<file path="config.mk">
export PLATFORM = sky130hd
export DESIGN_NAME = mem_port_arbiter
export DESIGN_NICKNAME = d
export VERILOG_FILES = /design/src/rtl/params_pkg.sv /design/src/rtl/rr_pick2.sv /design/src/rtl/mem_port_arbiter.sv
export SDC_FILE = /design/constraint.sdc
export NUM_CORES = 1
export LEC_CHECK = 0
export CELL_PAD_IN_SITES_DETAIL_PLACEMENT = 1
export CELL_PAD_IN_SITES_GLOBAL_PLACEMENT = 2
export CORE_AREA = 2 2 289 291
export CTS_CLUSTER_SIZE = 8
export DETAILED_ROUTE_END_ITERATION = 12
export DIE_AREA = 0 0 291 293
export PLACE_DENSITY = 0.73
export SLEW_MARGIN = 20
export SYNTH_ARGS = -nofsm -noshare
export SYNTH_HDL_FRONTEND = slang
export SYNTH_SLANG_ARGS = --single-unit
</file>
<file path="constraint.sdc">
create_clock -name clk -period 2.35 [get_ports clk]
set_input_delay 0.705 -clock clk [delete_from_list [all_inputs] [get_ports clk]]
set_output_delay 0.705 -clock clk [all_outputs]
set_load 0.05 [all_outputs]
</file>
<file path="src/rtl/params_pkg.sv">
// Shared types and sizing for the CPU-side memory port: access sizes,
// arbiter state encoding and the two arbitration clients.
package params_pkg;

  localparam int ADDR_WIDTH       = 32;
  localparam int CACHE_LINE_BYTES = 16;

  typedef enum logic [1:0] {
    BYTE = 2'd0,
    HALF = 2'd1,
    WORD = 2'd2,
    LINE = 2'd3
  } access_size_t;

  typedef enum logic [2:0] {
    IDLE = 3'd0,
    I_RD = 3'd1,
    D_RD = 3'd2,
    D_WR = 3'd3,
    RESP = 3'd4
  } arb_state_t;

  typedef enum logic {
    I = 1'b0,
    D = 1'b1
  } arb_client_t;

endpackage

</file>
<file path="src/rtl/rr_pick2.sv">
// Two-way round-robin pick between the I- and D-side requesters.
// Under contention the side that did not win last time is chosen.
module rr_pick2
  import params_pkg::*;
(
  input  logic        i_valid_i,
  input  logic        d_valid_i,
  input  arb_client_t last_grant_i,
  output logic        grant_valid_o,
  output arb_client_t grant_o
);

  always_comb begin
    grant_valid_o = i_valid_i | d_valid_i;
    grant_o       = I;
    if (i_valid_i && d_valid_i) begin
      grant_o = (last_grant_i == I) ? D : I;
    end else if (d_valid_i) begin
      grant_o = D;
    end
  end

endmodule

</file>
<file path="src/rtl/mem_port_arbiter.sv">
// Merges I-cache fills and D-cache reads/writes onto the single line-wide
// memory port, holding each request until mem answers and routing the reply.
module mem_port_arbiter
  import params_pkg::*;
#(
  parameter int ADDR_WIDTH       = params_pkg::ADDR_WIDTH,
  parameter int CACHE_LINE_BYTES = params_pkg::CACHE_LINE_BYTES
) (
  input  logic                          clk,
  input  logic                          rst,

  input  logic                          i_req_valid_i,
  input  logic [ADDR_WIDTH-1:0]         i_req_address_i,
  output logic                          i_resp_valid_o,
  output logic [CACHE_LINE_BYTES*8-1:0] i_resp_data_o,

  input  logic                          d_req_valid_i,
  input  logic                          d_req_is_wr_i,
  input  logic [ADDR_WIDTH-1:0]         d_req_address_i,
  input  logic [CACHE_LINE_BYTES*8-1:0] d_req_wr_data_i,
  input  access_size_t                  d_req_access_size_i,
  output logic                          d_resp_valid_o,
  output logic [CACHE_LINE_BYTES*8-1:0] d_resp_data_o,

  output logic                          rd_req_valid_o,
  output logic                          wr_req_valid_o,
  output logic                          req_is_instr_o,
  output logic [ADDR_WIDTH-1:0]         req_address_o,
  output logic [CACHE_LINE_BYTES*8-1:0] wr_data_o,
  output access_size_t                  req_access_size_o,

  input  logic                          mem_data_valid_i,
  input  logic                          mem_data_is_instr_i,
  input  logic [CACHE_LINE_BYTES*8-1:0] mem_data_i,
  input  logic                          write_done_i,

  output logic                          protocol_error_o
);

  localparam int DW  = CACHE_LINE_BYTES * 8;
  localparam int OFF = $clog2(CACHE_LINE_BYTES);
  localparam logic [ADDR_WIDTH-1:0] LINE_MASK = {ADDR_WIDTH{1'b1}} << OFF;

  arb_state_t              state_q;
  arb_client_t             last_grant_q;
  logic                    rd_req_valid_q;
  logic                    wr_req_valid_q;
  logic                    req_is_instr_q;
  logic [ADDR_WIDTH-1:0]   req_address_q;
  logic [DW-1:0]           wr_data_q;
  access_size_t            req_access_size_q;
  logic                    i_resp_valid_q;
  logic [DW-1:0]           i_resp_data_q;
  logic                    d_resp_valid_q;
  logic [DW-1:0]           d_resp_data_q;
  logic                    protocol_error_q;

  logic                    grant_valid;
  arb_client_t             grant;

  rr_pick2 u_rr_pick2 (
    .i_valid_i     (i_req_valid_i),
    .d_valid_i     (d_req_valid_i),
    .last_grant_i  (last_grant_q),
    .grant_valid_o (grant_valid),
    .grant_o       (grant)
  );

  always_ff @(posedge clk) begin
    if (!rst) begin
      state_q           <= IDLE;
      last_grant_q      <= I;
      rd_req_valid_q    <= 1'b0;
      wr_req_valid_q    <= 1'b0;
      req_is_instr_q    <= 1'b0;
      req_address_q     <= '0;
      wr_data_q         <= '0;
      req_access_size_q <= BYTE;
      i_resp_valid_q    <= 1'b0;
      i_resp_data_q     <= '0;
      d_resp_valid_q    <= 1'b0;
      d_resp_data_q     <= '0;
      protocol_error_q  <= 1'b0;
    end else begin
      i_resp_valid_q <= 1'b0;
      d_resp_valid_q <= 1'b0;
      case (state_q)
        IDLE: begin
          if (mem_data_valid_i || write_done_i) protocol_error_q <= 1'b1;
          if (grant_valid) begin
            if (grant == I) begin
              state_q           <= I_RD;
              rd_req_valid_q    <= 1'b1;
              req_is_instr_q    <= 1'b1;
              req_address_q     <= i_req_address_i & LINE_MASK;
              req_access_size_q <= LINE;
              wr_data_q         <= '0;
            end else begin
              req_is_instr_q    <= 1'b0;
              req_address_q     <= d_req_address_i;
              req_access_size_q <= d_req_access_size_i;
              wr_data_q         <= d_req_wr_data_i;
              if (d_req_is_wr_i) begin
                state_q        <= D_WR;
                wr_req_valid_q <= 1'b1;
              end else begin
                state_q        <= D_RD;
                rd_req_valid_q <= 1'b1;
              end
            end
          end
        end
        I_RD: begin
          if (write_done_i || (mem_data_valid_i && !mem_data_is_instr_i)) protocol_error_q <= 1'b1;
          if (mem_data_valid_i && mem_data_is_instr_i) begin
            state_q        <= RESP;
            rd_req_valid_q <= 1'b0;
            i_resp_valid_q <= 1'b1;
            i_resp_data_q  <= mem_data_i;
            last_grant_q   <= I;
          end
        end
        D_RD: begin
          if (write_done_i || (mem_data_valid_i && mem_data_is_instr_i)) protocol_error_q <= 1'b1;
          if (mem_data_valid_i && !mem_data_is_instr_i) begin
            state_q        <= RESP;
            rd_req_valid_q <= 1'b0;
            d_resp_valid_q <= 1'b1;
            d_resp_data_q  <= mem_data_i;
            last_grant_q   <= D;
          end
        end
        D_WR: begin
          if (mem_data_valid_i) protocol_error_q <= 1'b1;
          if (write_done_i) begin
            state_q        <= RESP;
            wr_req_valid_q <= 1'b0;
            d_resp_valid_q <= 1'b1;
            d_resp_data_q  <= '0;
            last_grant_q   <= D;
          end
        end
        RESP: begin
          // Client valids are still high here; not sampling them avoids a regrant.
          if (mem_data_valid_i || write_done_i) protocol_error_q <= 1'b1;
          state_q <= IDLE;
        end
        default: state_q <= IDLE;
      endcase
    end
  end

  assign rd_req_valid_o    = rd_req_valid_q;
  assign wr_req_valid_o    = wr_req_valid_q;
  assign req_is_instr_o    = req_is_instr_q;
  assign req_address_o     = req_address_q;
  assign wr_data_o         = wr_data_q;
  assign req_access_size_o = req_access_size_q;
  assign i_resp_valid_o    = i_resp_valid_q;
  assign i_resp_data_o     = i_resp_data_q;
  assign d_resp_valid_o    = d_resp_valid_q;
  assign d_resp_data_o     = d_resp_data_q;
  assign protocol_error_o  = protocol_error_q;

endmodule
</file>
=== Word-level counts from Yosys, hierarchy flattened ===
Index checks and enable logic that the tools add are counted.

* Register bits: 428
* Bits of input ports: 330
* Output and inout port bits: 424
* Logic and storage cells: 92

* Equality and inequality tests: 15
* Mux-type cells: 40
* Bitwise operators: 1
* Reduce and logical (&&, ||, !) cells: 23

{| class="wikitable"
|+ Operators by type and width
! cell !! count
|-
| 2-to-1 mux 128 bit || 3
|-
| case mux 128 bit (2 select lines) || 1
|-
| 2-to-1 mux 32 bit || 1
|-
| 2-to-1 mux 1 bit || 23
|-
| inequality test 2 bit (second input constant) || 9
|-
| AND reduction 5 bit || 3
|-
| 2-to-1 mux 3 bit || 4
|-
| case mux 3 bit (4 select lines) || 1
|-
| AND reduction 4 bit || 2
|-
| equality test 3 x 2 -> 1 bit (second input constant) || 2
|-
| case mux 1 bit (3 select lines) || 2
|-
| AND reduction 2 bit || 3
|-
| nonzero test 3 bit || 2
|-
| 2-to-1 mux 2 bit || 2
|-
| case mux 1 bit (2 select lines) || 2
|-
| case mux 1 bit (4 select lines) || 1
|-
| nonzero test 2 bit || 2
|-
| nonzero test 4 bit || 1
|-
| equality test 3 x 1 -> 1 bit (second input constant) || 1
|-
| equality test 3 bit (second input constant) || 1
|-
| logical AND 1 bit || 3
|-
| logical NOT 3 bit || 1
|-
| logical OR 1 bit || 3
|-
| inequality test 3 bit (second input constant) || 1
|-
| 5 further kinds || 5
|}

=== Logic depth before layout (Yosys ltp) ===
* Word-level depth: 5
* Gate-level depth with buffers: 8
* Mapped depth without buffers: 4

=== By module ===
A second synthesis with hierarchy kept.

* Cell total of the unflattened synthesis: 1776
* Area, all modules: 15055.7 sq um

{| class="wikitable"
|+ By module, submodules not included
! module !! times used !! cells an instance !! area an instance (sq um) !! sequential area each (sq um)
|-
| mem_port_arbiter || 1 || 1774 || 15041.9 || 8568.2
|-
| rr_pick2 || 1 || 2 || 13.8 || 0.0
|}

=== Worst setup path after synthesis ===
Ideal clock, no wire load.

* Kind: input-to-reg
* Start point: input port mem_data_is_instr_i
* End point: register d_resp_data_q[100], in the netlist d_resp_data_o[100]
* Setup time: 0.132 ns
* Data arrival time: 1.737 ns
* Path slack: 0.481 ns
* Cell stages on the path: 7
* Cell sequence: nand3b_1 or3_1 clkbuf_1 buf_2 buf_2 nand3_1 a21oi_1

* Longest elaborated chain between the ends: 4

{| class="wikitable"
|+ Ends and longest elaborated chain
! item !! RTL line !! RTL
|-
| start, declared || mem_port_arbiter.sv:33 || <nowiki>input logic mem_data_is_instr_i,</nowiki>
|-
| logical NOT 1 bit || mem_port_arbiter.sv:125 || <nowiki>if (mem_data_valid_i && !mem_data_is_instr_i) begin</nowiki>
|-
| logical AND 1 bit || mem_port_arbiter.sv:125 ||
|-
| inequality test 2 bit (no source line) || n/a ||
|-
| AND reduction 3 bit (no source line) || n/a ||
|-
| end signal, assigned || mem_port_arbiter.sv:129 || <nowiki>d_resp_data_q <= mem_data_i;</nowiki>
|-
| end, declared || mem_port_arbiter.sv:55 || <nowiki>logic [DW-1:0] d_resp_data_q;</nowiki>
|}

No other way between the ends.
A chain may end at the register's enable or synchronous reset.

=== Worst setup path in the final report ===
* Start point: register wr_data_q[114], in the netlist wr_data_o[114]
* End point: output port wr_data_o[114]

{| class="wikitable"
|+ RTL lines
! item !! RTL line !! RTL
|-
| start, declared || mem_port_arbiter.sv:50 || <nowiki>logic [DW-1:0] wr_data_q;</nowiki>
|-
| start signal, assigned || mem_port_arbiter.sv:102 || <nowiki>wr_data_q <= d_req_wr_data_i;</nowiki>
|-
| end, declared || mem_port_arbiter.sv:29 || <nowiki>output logic [CACHE_LINE_BYTES*8-1:0] wr_data_o,</nowiki>
|}

No word-level cell between the ends.

==> results.yml <==
power_and_ir_drop:
  p_seq_share_pct: 38.7
  p_clk_share_pct: 36.5
  power.density_mw_per_mm2: 833
  cellInternalPower_mw: 14.0
  standby_leakage_power_nw: 10.4
  totalPowerFinal_mw: 20.9
  portion_of_total_power_attributed_to_combinational_logic_pct: 24.8
  power.switching_fraction_pct: 33.1
  power.ir.vdd_worst_mv: 0.480
  total_net_switching_power_mw: 6.92
setup_path:
  arrival_time_of_data_at_the_critical_path_endpoint_ps: 1530
  critPathLaunchType: "flop"
  crit_type: "reg2out"
  path_delay_family: "buffers and inverters"
  crit_path_max_incr_delay_ps: 570
  timing.critical_path.buf_inv: 1
  cpMaxStageDelayCell: "dlygate4sd2_1"
  cp-startpoint: "wr_data_o[114]"
  critical_path_peak_fanout: 2
  path_cells: "dlygate4sd2_1"
  cp_data_required_time_ps: 1640
  worst_setup_path_end_kind: "primary output"
  r2r_start: "state_q[0]"
die:
  design.die.area_mm2: 0.0853
  coreArea_mm2: 0.0818
  core.rowCount: 105
  initial_core_util_pct: 18.4
  die_height_um: 293
  die-width_um: 291
  number_of_i_o_pins: 754
drt:
  drt_iter0_markers: 524
  avgRoutedWirePerCell_um: 21.4
  avgViaCountPerCell: 4.40
  drt_drc_violations_left: 0
  routed_wl_mm: 76.2
  final_antenna_net_count: 0
  vias: 15700
  detailedRoute.firstPassIterationCount: 5
yosys:
  netlist_instances: 1762
  synth-seq-cells: 428
  async_reset_ff_share_pct: 0
  synth.yosys.seq_area_share_pct: 56.9
  synth.avg_cell_area_um2: 8.55
  syn-num-nets: 2092
  ys.warnings.count: 0
  most_used_flip_flop_cell_after_synthesis: "dfxtp_1"
  synth-edff-count: 0
  ys_types: 39
  netlist_area_mm2: 0.0151
timing:
  tightest_slew_ps: 587
  period_share_pct: 95.2
  final-max-slew-violation-count: 0
  setup_ws_ps: 113
  setup_viol: 0
  max_clock_freq_mhz: 447
  grt_setup_unrepaired: "false"
  fin_crit_ps: 2240
  worst_slew_margin_relative_to_its_limit_pct: 61.0
  skew_ps: 17.3
  finalHoldViolCount: 0
  final.hold.worst_slack_ps: 449
global_routing:
  grt_start_max_net_pins: 65
  grt_pass1_vias: 16800
  overflow: 0
  grt_pass1_wl_mm: 110
  gr-usage-all-layers_pct: 17.1
  grt_antenna_before_repair: 16
clocking:
  ctsRootBufferMaster: "clkbuf_16"
  tritoncts: "done"
  htree_levels: 2
  clk_transition_reported_paths_ps: 50
  clkLatencyLatePin_ps: 600
  cts_made_buffers: 59
  numClockSinks: 428
  cts_setup_buffers: 0
  clock_buffer_depth: 3
final_layout:
  final_layout_size_suffix_gt1_share_pct: 11.0
  final_net_count: 2814
  synthToLayoutAreaGrowth_pct: 66.6
  fin_util_pct: 30.6
hold_path:
  min_path_type: "reg2reg"
  worst_min_delay_path_startpoint: "i_resp_data_o[65]"
place:
  place_ws_ps: -482
  finalWeightedCongestion: 0.858
  placement.io_buffers: 749
  dp_hpwl_mm: 58.0
status:
  run_status: "finished clean"
run:
  total_of_max_cap_violations: 0
layer usage:
metal	track usage, %	up-vias	part of all wire (%)
li1	-	7426	-
met1	16.2	7573	34
met2	32.6	557	53
met3	7.06	121	9.4
met4	7.09	10	3.6
met5	0	-	0.093
metrics by stage:
step	cells	TNS, ps	instance area, um^2
6_report	3565	0	25100
5_1_grt	3564	0	25100
4_1_cts	3558	0	25100
3_5_place_dp	3493	-81040	23900
3_3_place_gp	3493	-63030	23900
2_1_floorplan	1762	0	15100
state kept, by name, summed over array words and instances (netlist names):
| signal | cells |
|---|---|
| protocol_error_o | 1 |
| wr_req_valid_o | 1 |
| req_address_o | 32 |
| wr_data_o | 128 |
| d_resp_valid_o | 1 |
| i_resp_data_o | 128 |
| req_is_instr_o | 1 |
| i_resp_valid_o | 1 |
| req_access_size_o | 2 |
| rd_req_valid_o | 1 |
| d_resp_data_o | 128 |
| state_q | 3 |
| last_grant_q | 1 |
power by group through the flow:
stage | Combinational, mW | Clock [mW] | Sequential, mW
final | 5.17 | 7.62 | 8.09
after floorplan | 1.43 | 0 | 9.86
after CTS | 5.24 | 7.92 | 8.09
after global routing | 5.46 | 8.17 | 8.14
after global placement | 5.38 | 0 | 8.22
after detailed placement | 5.46 | 0 | 8.24
placed cells by master (no fill, tap or decap), types with 7 or more instances in the layout:
cell type / netlist / layout
a21oi_1: 261 / 261
a211oi_1: 28 / 28
nand3_1: 129 / 129
a22oi_1: 133 / 133
dfxtp_1: 428 / 427
nor2_1: 170 / 170
dlygate4sd2_1: 0 / 301
diode_2: 0 / 7
clkbuf_16: 0 / 60
buf_12: 0 / 32
clkdlybuf4s50_1: 0 / 325
buf_4: 5 / 164
mux2i_1: 28 / 28
nand2_1: 390 / 390
worst paths after layout:
check                                         end  cells after the start  slack [ps]
worst max register to register  i_resp_data_o[20]                      6         340
worst min-delay path            i_resp_data_o[65]                      2         450
worst min register to register  i_resp_data_o[65]                      2         450
worst max-delay path               wr_data_o[114]                      1         110
cells in the mapped netlist (2+ instances only):
| cell | count | area share, % |
|---|---|---|
| nor2_1 | 170 | 4.2 |
| a22oi_1 | 133 | 6.6 |
| clkbuf_1 | 76 | 1.9 |
| inv_1 | 3 | 0.075 |
| o22ai_1 | 2 | 0.083 |
| a21oi_1 | 261 | 8.7 |
| a31oi_1 | 2 | 0.083 |
| nand2_1 | 390 | 9.7 |
| mux2i_1 | 28 | 1.9 |
| nor2b_1 | 2 | 0.083 |
| dfxtp_1 | 428 | 57 |
| buf_2 | 72 | 2.4 |
| buf_1 | 8 | 0.20 |
| a211oi_1 | 28 | 1.4 |
| buf_4 | 5 | 0.25 |
| nand3_1 | 129 | 4.3 |
| nor3_1 | 3 | 0.10 |
cells by family (layout without fill, tap and decap cells):
family / count (synthesis) / after routing / synth area share (%)
AO/OA/AOI/OAI: 437 / 437 / 17.5
buffers and inverters: 165 / 891 / 4.84
other: 0 / 7 / 0
AND/OR/NAND/NOR: 704 / 704 / 18.9
multiplexers: 28 / 28 / 1.86
flip-flops: 428 / 428 / 56.9
timing repair:
action	4_1_cts	5_1_grt
endpoints found under the setup margin	301	13
pin swaps	0	0
gates resized for setup	301	2
hold buffers	0	0
area by class of cell:
| class | count | area (um^2) |
|---|---|---|
| fillers | 9571 | 56800 |
| flip-flops and latches | 428 | 8570 |
| repair buffers | 822 | 7760 |
| multi-input cells | 1169 | 5820 |
| clock buffers | 63 | 1520 |
| well taps | 1070 | 1340 |
| clock inverters | 2 | 25.0 |
| inverters | 4 | 22.5 |
| diodes | 7 | 17.5 |
Note: power is estimated with default switching activity, not from simulation.
